$ cat config.mk
export PLATFORM = sky130hd
export DESIGN_NAME = plot_sequencer
export DESIGN_NICKNAME = d
export VERILOG_FILES = /design/src/rtl/plot_sequencer.sv
export SDC_FILE = /design/constraint.sdc
export NUM_CORES = 1
export LEC_CHECK = 0
export ABC_AREA = 0
export CORE_MARGIN = 8
export CORE_UTILIZATION = 51
export DETAILED_ROUTE_END_ITERATION = 7
export PLACE_DENSITY = 0.73
export SETUP_SLACK_MARGIN = 0.4
export SLEW_MARGIN = 20
export SYNTH_ARGS = -nofsm -noshare
export SYNTH_HDL_FRONTEND = slang
export SYNTH_SLANG_ARGS = --single-unit
$ cat constraint.sdc
create_clock -name CLOCK_50 -period 3.61 [get_ports CLOCK_50]
set_clock_uncertainty 0.2 [all_clocks]
set_input_delay 0.722 -clock CLOCK_50 [delete_from_list [all_inputs] [get_ports CLOCK_50]]
set_output_delay 0.722 -clock CLOCK_50 [all_outputs]
set_load 0.01 [all_outputs]
$ cat src/rtl/plot_sequencer.sv
// plot_sequencer: queues plot requests for vga_adapter, filters out-of-range (and, with
// PLOT_DEDUP_EN defined, repeated) requests, and runs a full-screen clear sweep.
module plot_sequencer #(
    parameter int unsigned FIFO_DEPTH = 8,
    parameter int unsigned X_MAX      = 159,
    parameter int unsigned Y_MAX      = 119
) (
    input  logic        CLOCK_50,
    input  logic        reset,
    input  logic        in_valid,
    input  logic [7:0]  in_x,
    input  logic [6:0]  in_y,
    input  logic [2:0]  in_colour,
    output logic        in_ready,
    input  logic        clear_req,
    input  logic [2:0]  clear_colour,
    output logic        clearing,
    output logic [7:0]  x,
    output logic [6:0]  y,
    output logic [2:0]  colour,
    output logic        plot,
    output logic [15:0] drop_count
);
    localparam int unsigned AW    = $clog2(FIFO_DEPTH);
    localparam logic [7:0]  X_LIM = 8'(X_MAX);
    localparam logic [6:0]  Y_LIM = 7'(Y_MAX);
    localparam logic [AW:0] PTR_ONE = {{AW{1'b0}}, 1'b1};

    typedef enum logic [1:0] {RUN, DRAIN, CLEAR} state_t;
    state_t state_reg, state_next;

    logic [17:0] mem [0:FIFO_DEPTH-1];
    logic [AW:0] wr_ptr_reg, rd_ptr_reg;
    logic        full, empty;
    logic [17:0] req;
    logic        consume, in_range, is_dup, push, pop, drop;
    logic        sweep_last, drain_done;
    logic [2:0]  clear_colour_reg;
    logic [7:0]  sweep_x_reg;
    logic [6:0]  sweep_y_reg;
    logic [7:0]  x_reg;
    logic [6:0]  y_reg;
    logic [2:0]  colour_reg;
    logic        plot_reg, clearing_reg;
    logic [15:0] drop_count_reg;

    assign req      = {in_x, in_y, in_colour};
    assign empty    = (wr_ptr_reg == rd_ptr_reg);
    assign full     = (wr_ptr_reg[AW] != rd_ptr_reg[AW]) &&
                      (wr_ptr_reg[AW-1:0] == rd_ptr_reg[AW-1:0]);
    assign in_range = (in_x <= X_LIM) && (in_y <= Y_LIM);
    assign consume  = in_valid && in_ready;
    assign push     = consume && in_range && !is_dup;
    assign drop     = consume && !(in_range && !is_dup);

    assign sweep_last = (state_reg == CLEAR) && (sweep_x_reg == X_LIM) && (sweep_y_reg == Y_LIM);
    assign drain_done = (state_reg == DRAIN) && empty;

    assign x          = x_reg;
    assign y          = y_reg;
    assign colour     = colour_reg;
    assign plot       = plot_reg;
    assign clearing   = clearing_reg;
    assign drop_count = drop_count_reg;

`ifdef PLOT_DEDUP_EN
    logic        dedup_valid_reg;
    logic [17:0] dedup_reg;

    assign is_dup = dedup_valid_reg && (dedup_reg == req);

    always_ff @(posedge CLOCK_50) begin
        if (reset) begin
            dedup_valid_reg <= 1'b0;
            dedup_reg       <= 18'd0;
        end else if (drain_done) begin
            dedup_valid_reg <= 1'b0;
        end else if (push) begin
            dedup_valid_reg <= 1'b1;
            dedup_reg       <= req;
        end
    end
`else
    assign is_dup = 1'b0;
`endif

    always_comb begin
        state_next = state_reg;
        in_ready   = 1'b0;
        pop        = 1'b0;
        case (state_reg)
            RUN: begin
                in_ready = !full;
                pop      = !empty;
                if (clear_req) state_next = DRAIN;
            end
            DRAIN: begin
                pop = !empty;
                if (empty) state_next = CLEAR;
            end
            CLEAR: begin
                // Requests keep queueing behind the sweep; nothing pops until it ends.
                in_ready = !full;
                if (sweep_last) state_next = RUN;
            end
            default: state_next = RUN;
        endcase
    end

    always_ff @(posedge CLOCK_50) begin
        if (reset) state_reg <= RUN;
        else       state_reg <= state_next;
    end

    always_ff @(posedge CLOCK_50) begin
        if (push) mem[wr_ptr_reg[AW-1:0]] <= req;
    end

    always_ff @(posedge CLOCK_50) begin
        if (reset) begin
            wr_ptr_reg       <= '0;
            rd_ptr_reg       <= '0;
            x_reg            <= 8'd0;
            y_reg            <= 7'd0;
            colour_reg       <= 3'd0;
            plot_reg         <= 1'b0;
            clearing_reg     <= 1'b0;
            drop_count_reg   <= 16'd0;
            clear_colour_reg <= 3'd0;
            sweep_x_reg      <= 8'd0;
            sweep_y_reg      <= 7'd0;
        end else begin
            if (push) wr_ptr_reg <= wr_ptr_reg + PTR_ONE;
            if (pop)  rd_ptr_reg <= rd_ptr_reg + PTR_ONE;
            if (drop && (drop_count_reg != 16'hFFFF)) drop_count_reg <= drop_count_reg + 16'd1;

            plot_reg <= 1'b0;
            if (pop) begin
                {x_reg, y_reg, colour_reg} <= mem[rd_ptr_reg[AW-1:0]];
                plot_reg <= 1'b1;
            end else if (state_reg == CLEAR) begin
                x_reg      <= sweep_x_reg;
                y_reg      <= sweep_y_reg;
                colour_reg <= clear_colour_reg;
                plot_reg   <= 1'b1;
                if (sweep_x_reg == X_LIM) begin
                    sweep_x_reg <= 8'd0;
                    sweep_y_reg <= sweep_y_reg + 7'd1;
                end else begin
                    sweep_x_reg <= sweep_x_reg + 8'd1;
                end
            end

            if ((state_reg == RUN) && clear_req) begin
                clear_colour_reg <= clear_colour;
                clearing_reg     <= 1'b1;
            end
            if (drain_done) begin
                sweep_x_reg <= 8'd0;
                sweep_y_reg <= 7'd0;
            end
            if (sweep_last) clearing_reg <= 1'b0;
        end
    end
endmodule

==> results of run 1 <==
-- synth_stat cells (3+ instances only) --
cell and number:
edfxtp_1 144, dfxtp_1 67, nor2_1 48, mux4_2 36, nand2_1 30, a21oi_1 24
xor2_1 24, mux2_2 20, nand4_1 19, a22oi_1 18, clkbuf_1 14, mux2i_1 11
buf_2 9, xnor2_1 9, nand3_1 8, nor3_1 7, and4_1 5, ha_1 5
nand2b_1 5, and3_1 4, and2_1 3, buf_4 3, inv_1 3, o21ai_0 3
or3_1 3
-- repair_timing --
item	CTS	global route
resized for setup	0	2
hold buffers	0	0
setup endpoints to repair	0	1
-- routing by layer --
metal | share of wire, % | vias to the layer above | global-route usage (%) | routed length, um
met5 | 0 | - | 0 | 0
met4 | 2.0 | 0 | 5.04 | 343
met3 | 7.2 | 23 | 3.17 | 1250
met2 | 48 | 154 | 28.2 | 8330
met1 | 43 | 2450 | 22.3 | 7350
li1 | - | 2264 | - | -
-- power by group --
| part | total (uW) | switching [uW] | internal (uW) |
|---|---|---|---|
| logic | 1370 | 664 | 706 |
| clock network | 2250 | 882 | 1370 |
| registers | 2910 | 168 | 2740 |
| total | 6530 | 1710 | 4820 |
-- kinds of logic after synthesis --
| kind of cell | share of synthesized area (%) |
|---|---|
| DFF | 67.3 |
| and+or+nand+nor | 8.88 |
| muxes | 13.6 |
| AOI/OAI and AO/OA | 4.34 |
| xor gates and xnor gates | 3.43 |
| buffers and inverters | 1.65 |
| adders and majority gates | 0.743 |
-- per-stage QoR --
| step | total power (uW) | cells | setup WS, ns | hold slack (ns) | util, % |
|---|---|---|---|---|---|
| floorplan | 3790 | 548 | 0.754 | 0.261 | - |
| global placement | 4290 | 821 | 0.503 | 0.237 | 57.4 |
| detailed placement | 4310 | 821 | 0.419 | 0.246 | 57.4 |
| CTS | 6570 | 860 | 0.425 | 0.257 | 61.9 |
| global route | 6780 | 860 | 0.463 | 0.283 | 61.9 |
| finish | 6530 | 860 | 0.539 | 0.254 | 61.9 |
-- how the worst max path moves through the flow --
stage | from | endpoint | slack (ns) | cells after the start
after global routing | wr_ptr_reg[1]$_SDFFE_PP0P_ | in_ready | 0.46 | 3
final | wr_ptr_reg[1]$_SDFFE_PP0P_ | in_ready | 0.54 | 3
after global placement | in_x[5] | mem[3][5]$_DFFE_PP_ | 0.50 | 7
after CTS | wr_ptr_reg[2]$_SDFFE_PP0P_ | in_ready | 0.42 | 3
after detailed placement | in_x[6] | mem[1][5]$_DFFE_PP_ | 0.42 | 7
after floorplan | in_valid | mem[2][0]$_DFFE_PP_ | 0.75 | 5
-- cell type report --
class | instances | area [um2] | share of cell area [%]
clock buffer | 26 | 587 | 5.80
clock inverter | 13 | 140 | 1.38
inverter | 3 | 11.3 | 0.111
multi-input combinational | 306 | 2640 | 26.0
sequential | 211 | 5670 | 56.0
tap | 220 | 275 | 2.72
timing repair buffer | 81 | 806 | 7.96
-- cells in the final DEF (no fill, tap or decap), types with 8 or more instances in the layout --
master and instances:
mux2_2 20, dfxtp_1 65, xor2_1 24, edfxtp_1 144, clkdlybuf4s50_1 60, mux2i_1 11
mux4_2 36, a21oi_1 24, buf_4 16, xnor2_1 8, nand3_1 8, clkbuf_16 23
nor2_1 48, nand4_1 19, nand2_1 30, a22oi_1 18
-- worst register-to-register path: stages (launching register included) --
cell	delay, ns
dfxtp_1	0.38
xnor2_1	0.45
a41oi_2	0.68
nor2_4	0.56
nand2_1	0.12
a21oi_1	0.16
==> reports/metrics.cfg, run 1 <==
[clock_network]
cts-root-to-sink-buffers = 3
tritoncts = built
number_of_cts_inserted_buffers = 22
clk_pin_slew_worst_paths_ns = 0.06
clk_root_buffer_cell = clkbuf_16
clock_sink_count = 211
cts.htree.levels = 1
post_cts.repair.setup_buffers = 0
clk_latency_ns = 0.49

[placed_design]
globalplace.congestion = 0.799
post-dp-hpwl_um = 11200
port-buffer-count = 61
place_area_um2 = 9390

[setup_path]
timing.critical_path.buf_inv = 1
critical_path.endpoint_type = primary output
cp_max_fo = 8
worst_flop_to_flop_path_endpoint = x[3]$_SDFFE_PP0P_
depth_of_the_worst_register_to_register_path = 5
crit_type = reg -> out
arrival_time_at_the_worst_endpoint_ns = 2.15
required_time_at_the_endpoint_of_the_critical_path_ns = 2.69
rrSetupSlack_ns = 0.98
crit_path_cell_trace = xnor2_2, a41oi_1, clkdlybuf4s50_1
worst_r2r_startpoint = wr_ptr_reg[0]$_SDFFE_PP0P_
critPathTopFamily = buffers and inverters
critPathMaxStageDelay_ns = 0.60
slowest_stage = clkdlybuf4s50_1
worstSetupStartpointType = flop

[floorplan]
die-area_um2 = 20900
design.core.area_um2 = 16300
die_width_um = 144
die_h_um = 144
pin_count = 62
initial_cell_density_of_the_core_pct = 51.5
floorplan.rows = 47

[sta]
timing.final.max_slew_violations = 0
finalHoldViolations = 0
final-setup-viol-count = 0
fin_tns_setup_ns = 0
post-route-period-util_pct = 85.1
maxClockFrequency_mhz = 326
timing.slew.headroom_pct = 24.1
max_slew.worst_pin.slew_ns = 1.14
rsz0062_at_grt = no
timing.final.crit_period_ns = 3.07

[global_routing]
grt.total_usage_pct = 17.0
globalRoute.totalOverflow = 0
largest_net_degree_at_the_start_of_global_routing = 36
grt_pass1_vias = 4958
grt_antenna_before_repair = 0
grt_pass1_wl_um = 27100

[job]
drv_cap = 0

[drt]
drt-initial-drc-count = 372
finalWirelength_um = 17300
vias_per_cell = 5.69
routed_via_count = 4891
final_antenna_net_count = 0
detail_route.first_pass.iterations = 4
post_drt_wl_per_cell_um = 20.1
drt_drc_violations_left = 0

[final_layout]
proportion_of_layout_cells_with_a_drive_suffix_above_1_pct = 18.4
area_growth_pct = 20.3
final.fill_count = 1231
final_nets = 655
antenna_cells = 0
largest_register_ffs = 144
postLayoutCellArea_um2 = 10100

[yosys]
syn_area_um2 = 8410
synth.distinct_cells = 44
synth_area_per_cell_um2 = 15.4
sequential_area_share_after_synthesis_pct = 67.3
synth_seq_cells = 211
synth_flop_cell = edfxtp_1
area_fraction_of_the_dominant_cell_type_after_synthesis_pct = 51.4
asyncSetResetFlopFracSynth_pct = 0
postSynthCellCount = 548
synth_fp_nets = 578
synth_enable_flop_cells = 144
yosysWarnings = 0
post-synth-top-area-cell = edfxtp_1
synth_area_leaders = edfxtp_1 51%, dfxtp_1 16%, mux4_2 9.6%, mux2_2 2.7%, xor2_1 2.5%

[min_path]
min_delay_src = colour[2]$_SDFFE_PP0P_
hold_class = reg -> reg
min_delay_endpoint = colour[2]$_SDFFE_PP0P_
timing.hold.worst_path_depth = 2

[power_and_ir_drop]
power.density_cell_area_nw_per_um2 = 645
total_leakage_power_uw = 0.00333
vdd.ir_drop.worst_mv = 0.521

[outcome]
status = finished clean

Power figures use the tool's default switching activity.
==> inputs of run 2 (changes only) <==
--- a/config.mk
+++ b/config.mk
@@ -15,3 +15,4 @@
 export SYNTH_ARGS = -nofsm -noshare
 export SYNTH_HDL_FRONTEND = slang
 export SYNTH_SLANG_ARGS = --single-unit
+export TNS_END_PERCENT = 50
==> run 2 against run 1 <==
Against the previous run: first-iteration DRC count is 6.2% higher; worst hold slack worse by 0.0024 ns; flip-flop and latch count stayed put; design area is 0.75% higher; utilization is 0.47 points higher; largest power group unchanged.
==> reports/metrics.cfg, run 2 (same netlist as run 1, synthesis figures left out) <==
[outcome]
status = finished clean

[drt]
met3_length_um = 1220
drt_drc_violations_left = 0
routed_via_count = 4876
route.met2.wl_um = 7990
drt-initial-drc-count = 395
vias_per_cell = 5.68
m1WireLength_um = 7650
post_drt_wl_per_cell_um = 20.0
final_antenna_net_count = 0
detail_route.first_pass.iterations = 5
route.top_layer_used = met4
finalWirelength_um = 17100

[clock_network]
cts.htree.levels = 1
clk_pin_slew_worst_paths_ns = 0.06
clk_root_buffer_cell = clkbuf_16
number_of_cts_inserted_buffers = 22
clk_latency_ns = 0.50
tritoncts = built
clock_sink_count = 211
cts-root-to-sink-buffers = 3
post_cts.repair.setup_buffers = 0

[final_layout]
postLayoutCellArea_um2 = 10200
mostFrequentLayoutCells = 144 x edfxtp_1, 65 x dfxtp_1, 60 x clkdlybuf4s50_1
layout_commonest_cell = edfxtp_1
final.fill_count = 1215
proportion_of_layout_cells_with_a_drive_suffix_above_1_pct = 19.1
area_growth_pct = 21.2
stdcell_count = 859
final_nets = 653
largest_register_ffs = 144
antenna_cells = 0

[setup_path]
worst_r2r_startpoint = wr_ptr_reg[1]$_SDFFE_PP0P_
depth_of_the_worst_register_to_register_path = 5
critical_path.endpoint_type = primary output
required_time_at_the_endpoint_of_the_critical_path_ns = 2.69
crit_type = reg -> out
worstSetupStartpointType = flop
rrSetupSlack_ns = 1.05
cp_max_fo = 8
arrival_time_at_the_worst_endpoint_ns = 2.19
worst_flop_to_flop_path_endpoint = x[3]$_SDFFE_PP0P_

[floorplan]
die_h_um = 144
pin_count = 62
die-area_um2 = 20900
die_width_um = 144
floorplan.rows = 47
initial_cell_density_of_the_core_pct = 51.5
design.core.area_um2 = 16300

[placed_design]
globalplace.congestion = 0.801
post-dp-hpwl_um = 10900
placedCellCount = 819
place_area_um2 = 9370
place_ws_ns = 0.362
port-buffer-count = 61

[sta]
fin_tns_setup_ns = 0
timing.slew.headroom_pct = 33.7
rsz0062_at_grt = no
max_slew.worst_pin.slew_ns = 0.993
post-route-period-util_pct = 86.1
timing.final.crit_period_ns = 3.11
final-setup-viol-count = 0
timing.final.max_slew_violations = 0
maxClockFrequency_mhz = 322
setup_slack_ns = 0.502
finalHoldViolations = 0

[global_routing]
globalRoute.totalOverflow = 0
grt_pass1_wl_um = 27200
grt_pass1_vias = 4950
largest_net_degree_at_the_start_of_global_routing = 37
grt_antenna_before_repair = 0
grt.total_usage_pct = 16.9

[power_and_ir_drop]
vdd.ir_drop.worst_mv = 0.587
power.density_cell_area_nw_per_um2 = 661
total_leakage_power_uw = 0.00337

[min_path]
timing.hold.worst_path_depth = 2
min_delay_src = x[5]$_SDFFE_PP0P_
hold_class = reg -> reg
min_delay_endpoint = x[5]$_SDFFE_PP0P_

[job]
drv_cap = 0

==> run 2: critical path, cell delays in order (launching register included) <==
cell and delay (ns):
dfxtp_1 0.41, xnor2_1 0.50, a41oi_1 0.23, clkdlybuf4s50_1 0.56
==> run 2: layout make-up <==
class                      instances  area [um2]  share of cell area, %
clock buffer                      28         634                   6.22
clock inverter                    12         191                   1.88
inverter                           3        11.3                  0.110
multi-input combinational        306        2630                   25.8
sequential                       211        5670                   55.6
tap                              220         275                   2.70
timing repair buffer              79         791                   7.75
==> run 2: where the power goes <==
part | internal [uW] | switching [uW]
Combinational | 688 | 707
Clock | 1600 | 906
Sequential | 2740 | 102
==> run 2: what timing repair did <==
action | in CTS | in global routing
hold buffers | 0 | 0
endpoints found under the hold margin | 0 | 0
endpoints found under the setup margin | 0 | 1
gates resized for setup | 0 | 1
==> run 2: per-layer routing <==
layer	up-vias	global-route usage (%)
li1	2264	-
met4	0	3.72
met5	-	0
met1	2434	23.5
met3	26	2.97
met2	152	27.1
==> run 2: metrics by stage <==
stage	hold WS [ns]	power (uW)	util, %
after global placement	0.240	4270	57.3
final	0.251	6740	62.4
after global routing	0.277	7020	62.4
after CTS	0.253	6800	62.4
after floorplan	0.261	3790	-
after detailed placement	0.246	4290	57.3
==> run 2: how the worst max path moves through the flow <==
| stage | from | endpoint | slack (ns) | cells after the start |
|---|---|---|---|---|
| after floorplan | in_valid | mem[1][0]$_DFFE_PP_ | 0.28 | 5 |
| after global placement | in_x[5] | mem[6][5]$_DFFE_PP_ | 0.46 | 7 |
| after detailed placement | in_x[6] | mem[6][5]$_DFFE_PP_ | 0.36 | 7 |
| after CTS | wr_ptr_reg[2]$_SDFFE_PP0P_ | in_ready | 0.47 | 3 |
| after global routing | wr_ptr_reg[1]$_SDFFE_PP0P_ | in_ready | 0.41 | 3 |
| final | wr_ptr_reg[1]$_SDFFE_PP0P_ | in_ready | 0.50 | 3 |
==> inputs of run 3 (changes only) <==
--- a/config.mk
+++ b/config.mk
@@ -6,7 +6,6 @@
 export NUM_CORES = 1
 export LEC_CHECK = 0
 export ABC_AREA = 0
-export CORE_MARGIN = 8
 export CORE_UTILIZATION = 51
 export DETAILED_ROUTE_END_ITERATION = 7
 export PLACE_DENSITY = 0.73
==> run 3 against run 2 <==
Against the previous run: register-to-register slack about the same; global-route usage up 4.5 points; die area fell by 18%; combinational power fell by 3%; cell count shrank 0.23%; clock power is 12% lower; utilization up 0.56 points; critical endpoint unchanged; largest cell class unchanged; highest routed layer unchanged.
==> reports/metrics.cfg, run 3 (same netlist as run 1, synthesis figures left out) <==
[global_routing]
grt_pass1_wl_um = 27100
grt_antenna_before_repair = 0
grt.total_usage_pct = 21.3
largest_net_degree_at_the_start_of_global_routing = 37
globalRoute.totalOverflow = 0
grt_pass1_vias = 4932

[final_layout]
proportion_of_layout_cells_with_a_drive_suffix_above_1_pct = 18.6
area_growth_pct = 19.7
final.fill_count = 1195
mostFrequentLayoutCells = 144 x edfxtp_1, 65 x dfxtp_1, 60 x clkdlybuf4s50_1
final_nets = 655
antenna_cells = 0
postLayoutCellArea_um2 = 10100
multi_input_area_um2 = 2640
layout_commonest_cell = edfxtp_1
final-seq-area_um2 = 5670
largest_register_ffs = 144

[floorplan]
die-area_um2 = 17000
pin_count = 62
floorplan.rows = 46
die_h_um = 130
die_width_um = 130
initial_cell_density_of_the_core_pct = 52.6
design.core.area_um2 = 16000

[sta]
final-setup-viol-count = 0
maxClockFrequency_mhz = 326
setup_slack_ns = 0.542
timing.slew.headroom_pct = 26.9
max_slew.worst_pin.slew_ns = 1.10
finalHoldViolations = 0
timing.final.max_slew_violations = 0
rsz0062_at_grt = no
post-route-period-util_pct = 85.0
timing.final.crit_period_ns = 3.07
fin_tns_setup_ns = 0

[placed_design]
place_area_um2 = 9340
post-dp-hpwl_um = 11100
globalplace.congestion = 0.824
port-buffer-count = 61
place_ws_ns = 0.224

[power_and_ir_drop]
comb_power_share_pct = 21.2
sequentialPowerShare_pct = 44.5
vdd.ir_drop.worst_mv = 0.410
total_leakage_power_uw = 0.00333
netSwitchingFraction_pct = 26.3
power.density_cell_area_nw_per_um2 = 640
internal-power_uw = 4750
total_switching_power_uw = 1700
pwr-share-clk_pct = 34.4

[clock_network]
number_of_cts_inserted_buffers = 22
cts-root-to-sink-buffers = 3
tritoncts = built
cts.htree.levels = 1
hold_buffers = 0
clk_pin_slew_worst_paths_ns = 0.06
clk_root_buffer_cell = clkbuf_16
clock_sink_count = 211
post_cts.repair.setup_buffers = 0
clk_latency_ns = 0.52

[setup_path]
required_time_at_the_endpoint_of_the_critical_path_ns = 2.69
arrival_time_at_the_worst_endpoint_ns = 2.15
cp_max_fo = 8
crit_type = reg -> out
critical_path.endpoint_type = primary output
worstSetupStartpointType = flop

[outcome]
status = finished clean

[drt]
routed_via_count = 4976
drt-initial-drc-count = 258
drt_drc_violations_left = 0
detail_route.first_pass.iterations = 5
finalWirelength_um = 17000
final_antenna_net_count = 0
post_drt_wl_per_cell_um = 19.9
vias_per_cell = 5.81

[job]
drv_cap = 0

[min_path]
hold_class = reg -> reg

[run 3: cell types whose count changed in the layout (fill, tap and decap cells not counted), sizes merged]
cell and delta:
clkbuf +3, clkinv +3, clkinvlp -3, buf +2, bufinv -3
[run 3: critical path, stage by stage (launching register included)]
cell and delay [ns]:
dfxtp_1 0.58, xnor2_2 0.20, a41oi_1 0.27, clkdlybuf4s50_1 0.59
[run 3: stage by stage]
step / std cells / util [%] / hold slack [ns] / total power, uW
finish: 857 / 62.9 / 0.248 / 6450
global route: 857 / 62.9 / 0.281 / 6730
CTS: 857 / 62.9 / 0.251 / 6520
detailed placement: 817 / 58.4 / 0.244 / 4280
global placement: 817 / 58.4 / 0.241 / 4250
floorplan: 548 / - / 0.261 / 3790
[run 3: area by class of cell]
class | instances | share of cell area, %
sequential | 211 | 56.3
timing repair buffer | 81 | 7.63
inverter | 3 | 0.112
tap | 216 | 2.68
clock buffer | 31 | 6.10
multi-input combinational | 306 | 26.2
clock inverter | 9 | 1.03
[run 3: power groups by stage]
stage | sequential, uW | clock (uW) | combinational, uW
after floorplan | 2900 | 0 | 891
after global placement | 2910 | 0 | 1340
after detailed placement | 2920 | 0 | 1360
after CTS | 2870 | 2270 | 1380
after global routing | 2890 | 2360 | 1480
final | 2870 | 2220 | 1360
[run 3: path summary, 6_finish.rpt]
check | slack (ns) | to | cells past startpoint | startpoint
worst max register to register | 1.06 | x[3]$_SDFFE_PP0P_ | 5 | wr_ptr_reg[0]$_SDFFE_PP0P_
worst min register to register | 0.25 | y[1]$_SDFFE_PP0P_ | 2 | y[1]$_SDFFE_PP0P_
worst max-delay path | 0.54 | in_ready | 3 | wr_ptr_reg[1]$_SDFFE_PP0P_
worst min-delay path | 0.25 | y[1]$_SDFFE_PP0P_ | 2 | y[1]$_SDFFE_PP0P_
[run 3: repair_timing]
action	4_1_cts	5_1_grt
setup endpoints to repair	1	1
gates resized for setup	1	1
endpoints found under the hold margin	0	0
[run 3: per-layer routing]
metal	vias up	wire length, um	part of all wire (%)	GRT usage, %
met4	0	389	2.3	6.56
met5	-	0	0	0
met2	161	8330	49	35.7
met3	39	974	5.7	3.30
met1	2505	7350	43	29.0
li1	2271	-	-	-
